File: src/rtl/uart_frame_rx.sv
// uart_frame_rx: serial frame receiver and checker, one line bit per clock.
// Frame format: start(0), DATA_BITS data bits LSB first, optional parity bit, STOP_BITS stop bits.
// Optional build macro: UART_BREAK_DETECT_EN. When it is defined, an all-zero frame pulses
// break_det instead of frame_error.
//
// Output semantics: valid, parity_error, frame_error and break_det are registered one-cycle pulses.
// They are raised on the edge that samples the final stop bit, so at most one of them is high in any cycle.
// There is no backpressure. A pulse that is not consumed in its cycle is lost.
// data holds the payload of the last frame whose stop bits were good.
module uart_frame_rx #(
    parameter int DATA_BITS   = 8,
    parameter int PARITY_MODE = 1,
    parameter int STOP_BITS   = 1
) (
    input  logic                 clk,
    input  logic                 reset,
    input  logic                 signal,
    output logic [DATA_BITS-1:0] data,
    output logic                 valid,
    output logic                 parity_error,
    output logic                 frame_error,
    output logic                 break_det
);

    localparam int             CW        = $clog2(DATA_BITS + 1);
    localparam logic [CW-1:0]  LAST_DATA = CW'(DATA_BITS - 1);
    localparam logic           LAST_STOP = 1'(STOP_BITS - 1);

    typedef enum logic [2:0] {
        IDLE      = 3'd0,
        DATA      = 3'd1,
        PARITY    = 3'd2,
        STOP      = 3'd3,
        WAIT_IDLE = 3'd4
    } state_t;

    state_t               state_q, state_n;
    logic [DATA_BITS-1:0] shift_q, shift_n, data_n;
    logic [CW-1:0]        cnt_q, cnt_n;
    logic                 stop_idx_q, stop_idx_n;
    logic                 stop_bad_q, stop_bad_n;
    logic                 par_q, par_n;
    logic                 zero_q, zero_n;
    logic                 valid_n, perr_n, ferr_n, brk_n;
    logic                 fault, parity_ok, is_break;

    // Register the state, the datapath and the output pulses. Reset aborts any frame in flight.
    always_ff @(posedge clk) begin
        if (reset) begin
            state_q      <= IDLE;
            shift_q      <= '0;
            cnt_q        <= '0;
            stop_idx_q   <= 1'b0;
            stop_bad_q   <= 1'b0;
            par_q        <= 1'b0;
            zero_q       <= 1'b0;
            data         <= '0;
            valid        <= 1'b0;
            parity_error <= 1'b0;
            frame_error  <= 1'b0;
            break_det    <= 1'b0;
        end else begin
            state_q      <= state_n;
            shift_q      <= shift_n;
            cnt_q        <= cnt_n;
            stop_idx_q   <= stop_idx_n;
            stop_bad_q   <= stop_bad_n;
            par_q        <= par_n;
            zero_q       <= zero_n;
            data         <= data_n;
            valid        <= valid_n;
            parity_error <= perr_n;
            frame_error  <= ferr_n;
            break_det    <= brk_n;
        end
    end

    // Next-state logic, bit capture, and the end-of-frame verdict.
    always_comb begin
        state_n    = state_q;
        shift_n    = shift_q;
        cnt_n      = cnt_q;
        stop_idx_n = stop_idx_q;
        stop_bad_n = stop_bad_q;
        par_n      = par_q;
        zero_n     = zero_q;
        data_n     = data;
        valid_n    = 1'b0;
        perr_n     = 1'b0;
        ferr_n     = 1'b0;
        brk_n      = 1'b0;

        // The fault covers any earlier bad stop bit and the stop bit being sampled now.
        fault     = stop_bad_q | ~signal;
        parity_ok = 1'b1;
        if (PARITY_MODE == 1) begin
            parity_ok = (^shift_q) ^ par_q;
        end else if (PARITY_MODE == 2) begin
            parity_ok = ~((^shift_q) ^ par_q);
        end
        is_break = 1'b0;
`ifdef UART_BREAK_DETECT_EN
        is_break = zero_q & ~signal;
`endif

        case (state_q)
            IDLE: begin
                if (!signal) begin
                    state_n    = DATA;
                    shift_n    = '0;
                    cnt_n      = '0;
                    stop_idx_n = 1'b0;
                    stop_bad_n = 1'b0;
                    par_n      = 1'b0;
                    zero_n     = 1'b1;
                end
            end
            DATA: begin
                shift_n                = shift_q >> 1;
                shift_n[DATA_BITS-1]   = signal;
                zero_n                 = zero_q & ~signal;
                cnt_n                  = cnt_q + 1'b1;
                if (cnt_q == LAST_DATA) begin
                    state_n = (PARITY_MODE != 0) ? PARITY : STOP;
                end
            end
            PARITY: begin
                par_n   = signal;
                zero_n  = zero_q & ~signal;
                state_n = STOP;
            end
            STOP: begin
                zero_n     = zero_q & ~signal;
                stop_bad_n = fault;
                if (stop_idx_q == LAST_STOP) begin
                    if (fault) begin
                        state_n = WAIT_IDLE;
                        if (is_break) begin
                            brk_n = 1'b1;
                        end else begin
                            ferr_n = 1'b1;
                        end
                    end else begin
                        state_n = IDLE;
                        data_n  = shift_q;
                        if (parity_ok) begin
                            valid_n = 1'b1;
                        end else begin
                            perr_n = 1'b1;
                        end
                    end
                end else begin
                    stop_idx_n = stop_idx_q + 1'b1;
                end
            end
            WAIT_IDLE: begin
                if (signal) begin
                    state_n = IDLE;
                end
            end
            default: state_n = IDLE;
        endcase
    end

endmodule
File: config.mk
export PLATFORM = sky130hd
export DESIGN_NAME = uart_frame_rx
export DESIGN_NICKNAME = d
export VERILOG_FILES = /design/src/rtl/uart_frame_rx.sv
export SDC_FILE = /design/constraint.sdc
export NUM_CORES = 1
export LEC_CHECK = 0
export ABC_AREA = 0
export CAP_MARGIN = 20
export CORE_AREA = 2 2 51 53
export DETAILED_ROUTE_END_ITERATION = 16
export DIE_AREA = 0 0 53 55
export PLACE_DENSITY_LB_ADDON = 0.3
export SYNTH_ARGS = -nofsm -noshare
export SYNTH_HDL_FRONTEND = slang
export SYNTH_SLANG_ARGS = --single-unit
File: constraint.sdc
create_clock -name clk -period 2.56 [get_ports clk]
set_clock_uncertainty 0.05 [all_clocks]
set_input_delay 0.768 -clock clk [delete_from_list [all_inputs] [get_ports clk]]
set_output_delay 0.768 -clock clk [all_outputs]
set_load 0.05 [all_outputs]
==> results of run 1 <==
==> Yosys cell counts, types with 2 or more instances <==
master    count
a211oi_1      3
a21oi_1      21
buf_2         4
clkbuf_1      5
dfxtp_1      28
mux2i_1       2
nand2_1      11
nand3_1       9
nand3b_1      4
nor2_1        3
nor2b_1       2
o21ai_0      20
xnor2_1       3
xnor3_1       2
==> cells by family (layout without fill, tap and decap cells) <==
group | count (synthesis) | count (layout) | synth area share
AO/OA/AOI/OAI | 49 | 49 | 0.2161
AND/OR/NAND/NOR | 38 | 38 | 0.1753
flip-flops | 28 | 28 | 0.4567
buffers and inverters | 13 | 23 | 0.05708
XOR/XNOR | 6 | 6 | 0.06524
multiplexers | 2 | 2 | 0.01631
adder cells (fa/ha/maj) | 1 | 1 | 0.01019
other | 1 | 1 | 0.003055
==> stage by stage <==
stage / hold slack (ns) / util
finish: 0.4339 / 0.6000
global route: 0.4636 / 0.6000
CTS: 0.4378 / 0.6000
detailed placement: 0.4183 / 0.5778
global placement: 0.4049 / 0.5778
floorplan: 0.3914 / -
==> state kept, by name (all words and copies together), names as in the netlist, 3 cells and up <==
| register | flops |
|---|---|
| state_q | 3 |
| cnt_q | 4 |
| shift_q | 8 |
| data | 8 |
==> routing by layer <==
metal | vias to the layer above | GRT usage | share of wire
li1 | 511 | - | -
met1 | 472 | 0.2291 | 0.44
met2 | 26 | 0.3167 | 0.51
met3 | 4 | 0.02957 | 0.037
met4 | 0 | 0.1368 | 0.014
met5 | - | 0 | 0
==> cell type report <==
class                           count  area (µm²)  area share
Clock buffer                        3       22.52     0.01587
Timing Repair Buffer               18       167.7      0.1182
Clock inverter                      1       30.03     0.02116
Inverter                            1       3.754    0.002646
Sequential cell                    28       560.5      0.3951
Multi-Input combinational cell     97       596.8      0.4206
Tap cell                           30       37.54     0.02646
==> power by group through the flow <==
stage | registers, µW | logic [µW] | clock network, µW
after CTS | 468 | 114 | 291
after global routing | 471 | 129 | 306
after floorplan | 468 | 97.6 | 0
final | 469 | 114 | 286
after detailed placement | 478 | 113 | 0
after global placement | 477 | 109 | 0
==> worst paths after layout <==
kind | slack (ns) | cells past startpoint | start | end
worst max-delay path | 0.25 | 1 | data[7]$_SDFFE_PP0P_ | data[7]
worst min-delay path | 0.43 | 2 | data[6]$_SDFFE_PP0P_ | data[6]$_SDFFE_PP0P_
worst min register to register | 0.43 | 2 | data[6]$_SDFFE_PP0P_ | data[6]$_SDFFE_PP0P_
worst max register to register | 0.93 | 3 | state_q[1]$_SDFFE_PP0P_ | valid$_SDFF_PP0_
==> impl_results.md, run 1 <==
- Fill count: 202
- Max Buffers Root-to-Sink: 2
- Initial Utilization: 0.5190
- Synth top area share: 0.4567
- Critical path buffers and inverters: 1
- Total CTS buffers: 3
- Post-CTS Setup Inserts: 0
- Initial antenna violation count: 0
- Die area: between 2000 and 3000 µm²
- Final nets: ~150
- Post-Syn Area per Cell: between 8 and 9 µm²
- Vias per cell: 5.691
- CP cell instances: clkdlybuf4s50_1
- Part of the power in combinational logic: 0.131
- Peak supply drop: 501.0 µV
- Clock share of power: 0.329
- Crit-path max FO: 2
- Ys async rst share: 0
- Overflow after GRT: 0
- Synth Cell Area: 1227 µm²
- Max-Cap Viols: 0
- Power per Cell Area: just over 600 nW/µm²
- ANT cells: 0
- Cells after DPL: around 170
- CTS clk-pin slew, worst paths: 0.16 ns
- Placement Rows: 18
- CTS Hold Bufs: 0
- Vias: 1013
- Crit path max-delay family: buffers and inverters
- Synth area leaders: dfxtp_1 (46%), a21oi_1 (8.6%), o21ai_0 (8.2%), nand3_1 (3.7%), xnor3_1 (3.7%)
- Pin count of the biggest net entering global routing: 28
- Seq pwr share: 0.540
- Final number of hold-violating endpoints: 0
- Crit path time final: about 2.3 ns
- Overall Global Routing Usage: 0.1917
- Post-synth cell types: 35
- Clk Latency, worst-skew pair: around 0.33 ns
- CTS sink cnt: 28
- Per-cell routed wire length: between 10 and 15 µm
- Vias in the first global route: between 900 and 1000
- Required time worst endpoint: about 1.7 ns
- Layout cells sized above 1: 0.07432
- RSZ-0062 raised after global routing: false
- Psw: between 200 and 250 µW
- Core area: between 2000 and 2500 µm²
- Worst setup SP type: flop
- Final Instance Area: roughly 1400 µm²
- Status: complete, no violations
- Iter 0 DRT Violations: 21
- Post-synthesis sequential area ratio: 0.4567
- Count of final max-slew check failures: 0
- Hold Crit Class: reg -> reg
- Sw frac: 0.2506
- Setup violators final: 0
- Crit Path Class: reg -> out
- Die X-Extent: ~53 µm
- Synthesis-to-layout area growth: 15.60%
- Post-DP Area: about 1400 µm²
- Arrival @ worst endpoint: approximately 1.5 ns
- Place WS: ~0.30 ns
- Io pins: 15
- Post-synth EDFFs: 0
- Post-DP HPWL: about 1.7 mm
- Synth Instances: 138
- Overall die height: between 50 and 60 µm
- Fmax: between 400 and 500 MHz
- H-tree levels: 1
- Max incr delay on CP: approximately 0.8 ns
- Final GP Congestion: between 0.7 and 0.8
- First-pass GRT wire length: between 4 and 5 mm
- Power Total: between 800 and 900 µW
- Main flop type after synthesis: dfxtp_1
- Final Cycle Share: 0.9022
- Relative slew slack: 0.6680
- Wirelength, routed: roughly 2.4 mm
- Setup TNS: 0 ns
- Final non-filler cell total: 178
- CP endpoint kind: output port
- Yosys reg bits: 28
- CTS root buf: clkbuf_4
- Commonest non-fill, non-tap cell in the layout: dfxtp_1
- Synth Warn #: 0
- Post-CTS Resized: 0
- PortBufs: 13
- Area leader, netlist: dfxtp_1
- Routed Antenna Nets: 0
- Pint: approximately 650 µW
- Most frequent cells in the layout: dfxtp_1 (28), a21oi_1 (21), o21ai_0 (20)
- DRC violations left: 0
- Pleak: 0.0004874 µW
- Worst Slack Setup Final: roughly 0.25 ns
- CTS tree: done
- Syn nets: about 140
- Slowest cell on crit path: clkdlybuf4s50_1
- TritonRoute pass-1 iters: 4
- Worst-Margin Slew: just under 0.5 ns
Note: power is estimated with default switching activity, not from simulation.
==> inputs of run 2 (changes only) <==
--- a/config.mk
+++ b/config.mk
@@ -8,9 +8,10 @@
 export ABC_AREA = 0
 export CAP_MARGIN = 20
 export CORE_AREA = 2 2 51 53
+export CTS_BUF_LIST = sky130_fd_sc_hd__clkbuf_4
 export DETAILED_ROUTE_END_ITERATION = 16
 export DIE_AREA = 0 0 53 55
-export PLACE_DENSITY_LB_ADDON = 0.3
+export PLACE_DENSITY = 0.77
 export SYNTH_ARGS = -nofsm -noshare
 export SYNTH_HDL_FRONTEND = slang
 export SYNTH_SLANG_ARGS = --single-unit
==> impl_results.md, run 2 (same netlist as run 1, synthesis figures left out) <==
- Fmax: 432.2 MHz (was 433.0 MHz)
- Overall Global Routing Usage: 0.1947 (was 0.1917)
- CTS clk-pin slew, worst paths: 0.15 ns (was 0.16 ns)
- First-pass GRT wire length: 4.133 mm (was 4.022 mm)
- Min-Delay Endpoint: data[0]$_SDFFE_PP0P_ (was data[6]$_SDFFE_PP0P_)
- Met1 WL: 1.112 mm (was 1.072 mm)
- Post-CTS Resized: 0 (unchanged)
- Io pins: 15 (unchanged)
- Hold Crit Depth: 2 (unchanged)
- Power Total: 761.1 µW (was 868.8 µW)
- Die X-Extent: 53 µm (unchanged)
- Relative slew slack: 0.6625 (was 0.6680)
- R2R depth: 3 (unchanged)
- Overall die height: 55 µm (unchanged)
- Place WS: 0.2828 ns (was 0.2970 ns)
- Power per Cell Area: 546.5 nW/µm² (was 612.3 nW/µm²)
- Status: complete, no violations (unchanged)
- CP Depth: 1 (unchanged)
- Count of final max-slew check failures: 0 (unchanged)
- Core area: 2365 µm² (unchanged)
- CP endpoint kind: output port (unchanged)
- CTS Hold Bufs: 0 (unchanged)
- Per-cell routed wire length: 13.49 µm (was 13.62 µm)
- Sw frac: 0.2782 (was 0.2506)
- Seq pwr share: 0.616 (was 0.540)
- Max incr delay on CP: 0.80 ns (about the same)
- Layout cells sized above 1: 0.06757 (was 0.07432)
- Pleak: 0.0004748 µW (was 0.0004874 µW)
- TritonRoute pass-1 iters: 4 (unchanged)
- Max Buffers Root-to-Sink: 2 (unchanged)
- Crit-path max FO: 2 (unchanged)
- Worst-Margin Slew: 0.5046 ns (was 0.4964 ns)
- Crit Path Class: reg -> out (unchanged)
- Arrival @ worst endpoint: 1.50 ns (was 1.49 ns)
- Hold Crit Class: reg -> reg (unchanged)
- Required time worst endpoint: 1.74 ns (about the same)
- Reg2Reg Capture Point: valid$_SDFF_PP0_ (unchanged)
- Final Cycle Share: 0.9039 (was 0.9022)
- ANT cells: 0 (unchanged)
- Vias in the first global route: 906 (was 910)
- PortBufs: 13 (unchanged)
- Wirelength, routed: 2.402 mm (was 2.425 mm)
- CTS root buf: clkbuf_4 (unchanged)
- DR WL met2: 1.213 mm (was 1.227 mm)
- Final GP Congestion: 0.7712 (was 0.7815)
- Initial antenna violation count: 0 (unchanged)
- Max-Cap Viols: 0 (unchanged)
- Total CTS buffers: 3 (unchanged)
- CP cell instances: clkdlybuf4s50_1 (unchanged)
- Worst Slack Setup Final: 0.2461 ns (was 0.2503 ns)
- Overflow after GRT: 0 (unchanged)
- Die area: 2915 µm² (unchanged)
- Vias per cell: 5.545 (was 5.691)
- Final nets: 153 (unchanged)
- CTS sink cnt: 28 (unchanged)
- Psw: 211.7 µW (was 217.7 µW)
- H-tree levels: 1 (unchanged)
- RSZ-0062 raised after global routing: false (unchanged)
- Met3 WL post-DR: 66 µm (was 90 µm)
- Crit path time final: 2.314 ns (was 2.310 ns)
- Post-CTS Setup Inserts: 0 (unchanged)
- Routed Antenna Nets: 0 (unchanged)
- Part of the power in combinational logic: 0.147 (was 0.131)
- Most frequent cells in the layout: dfxtp_1 (28), a21oi_1 (21), o21ai_0 (20) (unchanged)
- Slowest cell on crit path: clkdlybuf4s50_1 (unchanged)
- Pin count of the biggest net entering global routing: 28 (unchanged)
- Hold Crit Start: data[0]$_SDFFE_PP0P_ (was data[6]$_SDFFE_PP0P_)
- DRC violations left: 0 (unchanged)
- FF-to-FF setup slack: 0.91 ns (was 0.93 ns)
- Critical R2R Launch: state_q[1]$_SDFFE_PP0P_ (unchanged)
- Iter 0 DRT Violations: 12 (was 21)
- Crit path max-delay family: buffers and inverters (unchanged)
- Peak supply drop: 373.2 µV (was 501.0 µV)
- Critical path buffers and inverters: 1 (unchanged)
- Vias: 987 (was 1013)
- Clock share of power: 0.237 (was 0.329)
- Synthesis-to-layout area growth: 13.46% (was 15.60%)
- Commonest non-fill, non-tap cell in the layout: dfxtp_1 (unchanged)
- Registers with the most flip-flops: data (8), shift_q (8), cnt_q (4) (unchanged)
- Max Used Layer: met4 (unchanged)
- Pint: 549.4 µW (was 651.0 µW)
- Placement Rows: 18 (unchanged)
- Initial Utilization: 0.5190 (unchanged)
- CTS tree: done (unchanged)
- Worst setup SP type: flop (unchanged)
- Clk Latency, worst-skew pair: 0.33 ns (about the same)
- Setup TNS: 0 ns (unchanged)
- Final number of hold-violating endpoints: 0 (unchanged)
- Setup violators final: 0 (unchanged)
- Post-DP HPWL: 1.710 mm (was 1.674 mm)
run 2: changes by cell type in the layout (fill, tap and decap cells not counted), sizes merged:
cell | previous run | this run
bufinv | 1 | 0
clkinv | 0 | 1
run 2: metrics by stage:
stage | hold slack (ns) | utilization | cell area, µm² | cells
2_1_floorplan | 0.3914 | - | 1227 | 138
3_3_place_gp | 0.4111 | 0.5778 | 1366 | 174
3_5_place_dp | 0.4168 | 0.5778 | 1366 | 174
4_1_cts | 0.4363 | 0.5889 | 1393 | 178
5_1_grt | 0.4684 | 0.5889 | 1393 | 178
6_report | 0.4346 | 0.5889 | 1393 | 178
run 2: how the worst max path moves through the flow:
stage	end	slack, ns	start
6_report	data[3]	0.25	data[3]$_SDFFE_PP0P_
5_1_grt	data[6]	0.21	data[6]$_SDFFE_PP0P_
4_1_cts	data[3]	0.23	data[3]$_SDFFE_PP0P_
3_5_place_dp	valid$_SDFF_PP0_	0.28	signal
3_3_place_gp	valid$_SDFF_PP0_	0.34	signal
2_1_floorplan	valid$_SDFF_PP0_	0.86	signal
run 2: area by class of cell:
cell class | instances | area [µm²]
timing repair buffer | 18 | 167.7
sequential | 28 | 560.5
tap | 30 | 37.54
clock buffer | 3 | 22.52
clock inverter | 1 | 3.754
fill | 217 | 972.2
inverter | 1 | 3.754
multi-input combinational | 97 | 596.8
run 2: per-layer routing:
layer  up-vias  GRT usage
li1        513          -
met1       459     0.2462
met2        13     0.3396
met3         2    0.02688
met4         0    0.07265
met5         -          0
run 2: power groups by stage:
stage          sequential [µW]  combinational [µW]  clock, µW
2_1_floorplan              468                97.6          0
3_3_place_gp               477                 109          0
3_5_place_dp               478                 112          0
4_1_cts                    469                 112        185
5_1_grt                    472                 127        199
6_report                   469                 112        180
